## src/rtl/handwrite_canvas.sv

```systemverilog
// handwrite_canvas: 30x30 one-bit handwriting capture buffer.
// Pen samples stamp a square brush into the bitmap, one brush offset
// per cycle. Clear wipes one row per cycle. Submit issues the active-low
// classifier start pulse and freezes the bitmap until the result arrives.
module handwrite_canvas #(
  parameter int W     = 30,
  parameter int H     = 30,
  parameter int BRUSH = 1
) (
  input  logic             i_clk,
  input  logic             i_rst,
  input  logic             i_pt_valid,
  output logic             o_pt_ready,
  input  logic [4:0]       i_pt_x,
  input  logic [4:0]       i_pt_y,
  input  logic             i_pen_down,
  input  logic             i_clear,
  input  logic             i_submit,
  input  logic             i_result_valid,
  output logic [W*H-1:0]   o_handwrite,
  output logic             o_submit_n,
  output logic [9:0]       o_pixel_count,
  output logic             o_busy
);

  localparam int N  = W * H;
  localparam int IW = $clog2(N);
  localparam int RW = $clog2(H);

  localparam logic signed [7:0] WS = 8'(W);
  localparam logic signed [7:0] HS = 8'(H);
  localparam logic signed [7:0] BS = 8'(BRUSH);

  typedef enum logic [1:0] {
    S_IDLE,
    S_PAINT,
    S_CLEAR,
    S_LOCK
  } state_t;

  state_t             state_q, state_d;
  logic [4:0]         x_q, x_d;
  logic [4:0]         y_q, y_d;
  logic signed [7:0]  dx_q, dx_d;
  logic signed [7:0]  dy_q, dy_d;
  logic [RW-1:0]      row_q, row_d;
  logic [N-1:0]       bm_q, bm_d;
  logic [9:0]         cnt_q, cnt_d;
  logic               sub_n_q, sub_n_d;

  logic signed [7:0]  px, py;
  logic               in_range;
  logic [IW-1:0]      pidx;
  logic [IW-1:0]      rbase;

  // Brush target address and row base for the current PAINT / CLEAR step.
  always_comb begin
    px       = $signed({3'b000, x_q}) + dx_q;
    py       = $signed({3'b000, y_q}) + dy_q;
    in_range = (px >= 8'sd0) && (px < WS) && (py >= 8'sd0) && (py < HS);
    pidx     = IW'(py) * IW'(W) + IW'(px);
    rbase    = IW'(row_q) * IW'(W);
  end

  // Next-state, bitmap and pixel-count update.
  always_comb begin
    state_d = state_q;
    x_d     = x_q;
    y_d     = y_q;
    dx_d    = dx_q;
    dy_d    = dy_q;
    row_d   = row_q;
    bm_d    = bm_q;
    cnt_d   = cnt_q;
    sub_n_d = 1'b1;
    case (state_q)
      S_IDLE: begin
        if (i_clear) begin
          state_d = S_CLEAR;
          row_d   = '0;
          cnt_d   = '0;
        end else if (i_submit) begin
          if (cnt_q != '0) begin
            state_d = S_LOCK;
            sub_n_d = 1'b0;
          end
        end else if (i_pt_valid && i_pen_down) begin
          x_d     = i_pt_x;
          y_d     = i_pt_y;
          dx_d    = -BS;
          dy_d    = -BS;
          state_d = S_PAINT;
        end
      end
      S_PAINT: begin
        // Only a 0->1 transition is counted; out-of-range offsets still take their cycle.
        if (in_range && !bm_q[pidx]) begin
          bm_d[pidx] = 1'b1;
          cnt_d      = cnt_q + 10'd1;
        end
        if (dx_q == BS) begin
          dx_d = -BS;
          if (dy_q == BS) begin
            state_d = S_IDLE;
          end else begin
            dy_d = dy_q + 8'sd1;
          end
        end else begin
          dx_d = dx_q + 8'sd1;
        end
      end
      S_CLEAR: begin
        bm_d[rbase +: W] = '0;
        if (row_q == RW'(H - 1)) begin
          state_d = S_IDLE;
        end else begin
          row_d = row_q + RW'(1);
        end
      end
      S_LOCK: begin
        if (i_result_valid) begin
          state_d = S_IDLE;
        end
      end
      default: state_d = S_IDLE;
    endcase
  end

  // State and datapath registers with synchronous reset.
  always_ff @(posedge i_clk) begin
    if (i_rst) begin
      state_q <= S_IDLE;
      x_q     <= '0;
      y_q     <= '0;
      dx_q    <= '0;
      dy_q    <= '0;
      row_q   <= '0;
      bm_q    <= '0;
      cnt_q   <= '0;
      sub_n_q <= 1'b1;
    end else begin
      state_q <= state_d;
      x_q     <= x_d;
      y_q     <= y_d;
      dx_q    <= dx_d;
      dy_q    <= dy_d;
      row_q   <= row_d;
      bm_q    <= bm_d;
      cnt_q   <= cnt_d;
      sub_n_q <= sub_n_d;
    end
  end

  assign o_pt_ready    = (state_q == S_IDLE) && !i_clear && !i_submit;
  assign o_busy        = (state_q != S_IDLE);
  assign o_handwrite   = bm_q;
  assign o_submit_n    = sub_n_q;
  assign o_pixel_count = cnt_q;

endmodule

```

## config.mk

```make
export PLATFORM = sky130hd
export DESIGN_NAME = handwrite_canvas
export DESIGN_NICKNAME = d
export VERILOG_FILES = /design/src/rtl/handwrite_canvas.sv
export SDC_FILE = /design/constraint.sdc
export NUM_CORES = 2
export LEC_CHECK = 0
export BUFFER_PORTS_ARGS = -buffer_cell sky130_fd_sc_hd__buf_2
export CAP_MARGIN = 20
export CORE_AREA = 8 8 335 402
export CTS_CLUSTER_DIAMETER = 50
export DETAILED_ROUTE_END_ITERATION = 7
export DIE_AREA = 0 0 343 410
export PLACE_DENSITY_LB_ADDON = 0.05
export SYNTH_ARGS = -nofsm -noshare
export SYNTH_HDL_FRONTEND = slang
export SYNTH_SLANG_ARGS = --single-unit
```

## constraint.sdc

```tcl
create_clock -name i_clk -period 5.8 [get_ports i_clk]
set_input_delay 1.16 -clock i_clk [delete_from_list [all_inputs] [get_ports i_clk]]
set_output_delay 1.16 -clock i_clk [all_outputs]
set_load 0.02 [all_outputs]
```

==> results_dict.tcl <==
set metrics [dict create \
    die_w_um 343 \
    static-leakage-power_nw 31.0 \
    synth_edf_count 0 \
    yosys_warnings 0 \
    floorplan.die_area_mm2 0.141 \
    drt_pass1_iterations 6 \
    timing.hold.ws_ns 0.457 \
    antenna_found_initial 18 \
    critical_path.cell_chain "ha_4, fa_2, ha_1, inv_2, fa_1, fa_1, inv_2, ha_4, xnor2_2, ha_4, nor3b_4, o211ai_1, a311oi_4, a211oi_4, buf_4, a211oi_1, a2111o_1, o31ai_4, o211a_4, nand3_4, buf_16, clkbuf_16, o41ai_2" \
    async_set_or_reset_register_ratio_after_synthesis_pct 0 \
    syn_area_per_cell_um2 8.47 \
    initial_core_util_pct 39.7 \
    power_frac_comb_pct 69.5 \
    seqPwrFrac_pct 13.6 \
    seq_area_mm2 0.0189 \
    outcome "complete, but fails checks" \
    layout.nets 7564 \
    vias 60900 \
    detail_route.drc_violations 0 \
    final_common_cell "nand2_1" \
    cts-hold-fix-buffers 0 \
    flip_flop_and_latch_count_after_synthesis 944 \
    drtIter0Drc 7701 \
    cts.sink_count 944 \
    area_of_combinational_cells_with_multiple_inputs_mm2 0.0324 \
    drv_cap 0 \
    power.switching_fraction_pct 53.9 \
    grt_overflow_total 0 \
    io_buffers 929 \
    grt_start_max_net_pins 133 \
    dpl.cell_count 8916 \
    finalSetupTns_ns -468.38 \
    timing_worst_slew_pin_value_ns 1.07 \
    routed_wl_um 343000 \
    capturing_element_of_the_worst_setup_path "o_handwrite[313]" \
    cts_buffers 120 \
    worst_path_most_repeated_cell "ha_4" \
    cp_data_arrival_time_ns 7.17 \
    timing.final.ws_setup_ns -0.712 \
    via_count_of_the_first_global_routing_pass 57100 \
    floorplan.die.height_um 410 \
    crit-reg2reg-capture "o_handwrite[313]" \
    r2r_cells 23 \
    tritoncts "yes" \
    critPathMaxStageDelay_ns 0.59 \
    power.ir.vdd_worst_v 0.000669 \
    relSlewSlack_pct 28.5 \
    cts_max_level 3 \
    worst_r2r_startpoint "dy_q[0]" \
    max_clock_freq_mhz 154 \
    synth_cell_types 90 \
    vias_per_cell 6.58 \
    seq_total_area_yosys_pct 37.2 \
    final-hold-violation-count 0 \
    gp_congestion 1.10 \
    nFillCells 11800 \
    grt_first_pass_wirelength_um 457000 \
    worstSetupEndpointType "flop" \
    hold_path.startpoint "o_handwrite[283]" \
    timing.setup.critical_path_class "flop to flop" \
    placement_rows 144 \
    violations_in_the_final_reports "negative setup slack" \
    finClkSkew_ns 0.0565 \
    cellInternalPower_w 0.0224 \
    timing.critical_path.required_ns 6.46 \
    clk_path_buf_depth 3 \
    powerDensity_mw_per_mm2 666 \
    r2r_slack_ns -0.71 \
    switching_power_w 0.0262 \
    worstSetupStartpointType "flop" \
    clk_network_pwr_share_pct 16.9 \
    grt_util_all_layers_pct 45.4 \
    critical_path_top_delay_cell "fa_2" \
    dominantRegCellSynth "dfxtp_1" \
    post_route_cells_drive_above_1_share_pct 37.2 \
    rsz0062_at_grt "true" \
    fp.coreArea_mm2 0.128 \
    mappedNetlistArea_mm2 0.0508 \
    syn-num-nets 6082 \
    critPathLaunch "dy_q[0]" \
    area_overhead_vs_synth_pct 44.0 \
    clk_latency_ns 0.78 \
    antenna_violating_nets_post_route 0 \
    boundary_pins 930 \
    post_synth_inst_count 5991 \
    min_path_type "flop to flop" \
    dp_hpwl_um 257000 \
    timing.critical_path.fanout_max 10 \
    layout.core_utilization_pct 57.1 \
    cts.root.buffer_cell "clkbuf_16" \
    post-route-min-period_ns 6.51 \
    instances_no_fill 9264 \
    maxSlewViolCount 0 \
    setup_violations 910 \
    min_period_over_period_pct 112 \
    routed_wire_length_per_instance_um 37.0 \
    layout.cells.most_common_list "nand2_1 (1,379), dfxtp_1 (940), buf_2 (928)" \
    preCtsSetupSlack_ns -1.13 \
    worst_path_clk_slew_ns 0.06 \
]
[cells by family after synthesis]
family / count (synthesis) / synth area share, %
multiplexers: 283 / 11.5
XOR/XNOR: 52 / 0.969
buffers and inverters: 617 / 5.17
flip-flops: 944 / 37.2
AO/OA/AOI/OAI: 1723 / 24.2
AND/OR/NAND/NOR: 2298 / 18.9
adder cells (fa/ha/maj): 74 / 2.12
[registers in the layout (all words and copies together), names as in the netlist]
register / cells
o_handwrite: 900
row_q: 5
state_q: 2
y_q: 5
o_submit_n: 1
x_q: 5
o_pixel_count: 10
dy_q: 8
dx_q: 8
[worst min path at each step]
stage | slack (ns) | to | cells after the start
after floorplan | 0.44 | x_q[0] | 2
final | 0.46 | o_handwrite[283] | 2
after detailed placement | 0.45 | o_handwrite[281] | 2
after global routing | 0.48 | o_handwrite[281] | 2
after global placement | 0.44 | o_handwrite[281] | 2
after CTS | 0.46 | o_handwrite[281] | 2
[power groups by stage]
stage,sequential (W),clock [W],combinational [W]
2_1_floorplan,0.00673,0,0.0113
3_3_place_gp,0.00676,0,0.0283
3_5_place_dp,0.00676,0,0.0283
4_1_cts,0.00662,0.00821,0.0299
5_1_grt,0.00662,0.00849,0.0336
6_report,0.00662,0.00824,0.0338
[area by class of cell]
cell class	instances	area share, %
antenna	7	0.0240
clock buffer	161	4.64
clock inverter	66	1.29
inverter	107	0.563
multi-input combinational	4430	44.4
sequential	944	25.9
tap	1679	2.87
timing repair buffer	1870	20.4
[cell usage after synthesis, types with 19 or more instances]
cell      instances  area [µm²]
nand2_1        1382        5190
dfxtp_1         944       18900
nor2_1          476        1790
a21oi_1         445        2230
clkbuf_1        346        1300
o31ai_1         298        2240
o21ai_0         295        1480
mux4_2          239        5380
a41oi_1         185        1620
nand3_1         132         661
inv_1           105         394
o41ai_2          92        1500
buf_2            85         425
o41ai_1          79         692
nor3_1           67         335
nor4_1           61         382
o21a_1           61         458
a21o_1           60         450
ha_1             54         676
nand4_1          51         319
buf_1            45         169
o22ai_1          41         257
mux2i_1          38         380
xnor2_1          29         254
nand2b_1         21         131
buf_6            20         225
fa_1             20         400
xor2_1           20         175
nor2b_1          19         119
o211ai_1         19         143
or3_1            19         119
[critical path: cells and delay by family (launching register included)]
family / cells / cell delay (ns)
buffers and inverters: 5 / 0.83
adders and majority gates: 7 / 2.50
xor gates and xnor gates: 1 / 0.13
DFF: 1 / 0.33
AOI/OAI and AO/OA: 8 / 2.25
and+or+nand+nor: 2 / 0.37
[per-stage QoR]
stage,area (µm²),power (W)
3_3_place_gp,63700,0.0351
6_report,73100,0.0487
4_1_cts,69600,0.0448
3_5_place_dp,63700,0.0351
2_1_floorplan,50900,0.0181
5_1_grt,73100,0.0487
[layer usage]
| metal | up-vias | wire length [µm] | global-route usage [%] | share of wire, % |
|---|---|---|---|---|
| met5 | - | 41 | 0 | 0.012 |
| met4 | 8 | 33400 | 34.0 | 9.7 |
| met3 | 1234 | 45600 | 15.6 | 13 |
| met2 | 4782 | 145000 | 68.4 | 42 |
| met1 | 29900 | 119000 | 53.1 | 35 |
| li1 | 25000 | - | - | - |
[repair_timing]
action / 4_1_cts / 5_1_grt
resized for setup: 154 / 391
buffers inserted: 35 / 39
cloned: 12 / 35
setup endpoints to repair: 910 / 910
pin swaps: 68 / 158
No activity file was read; power rests on OpenSTA's default activity.
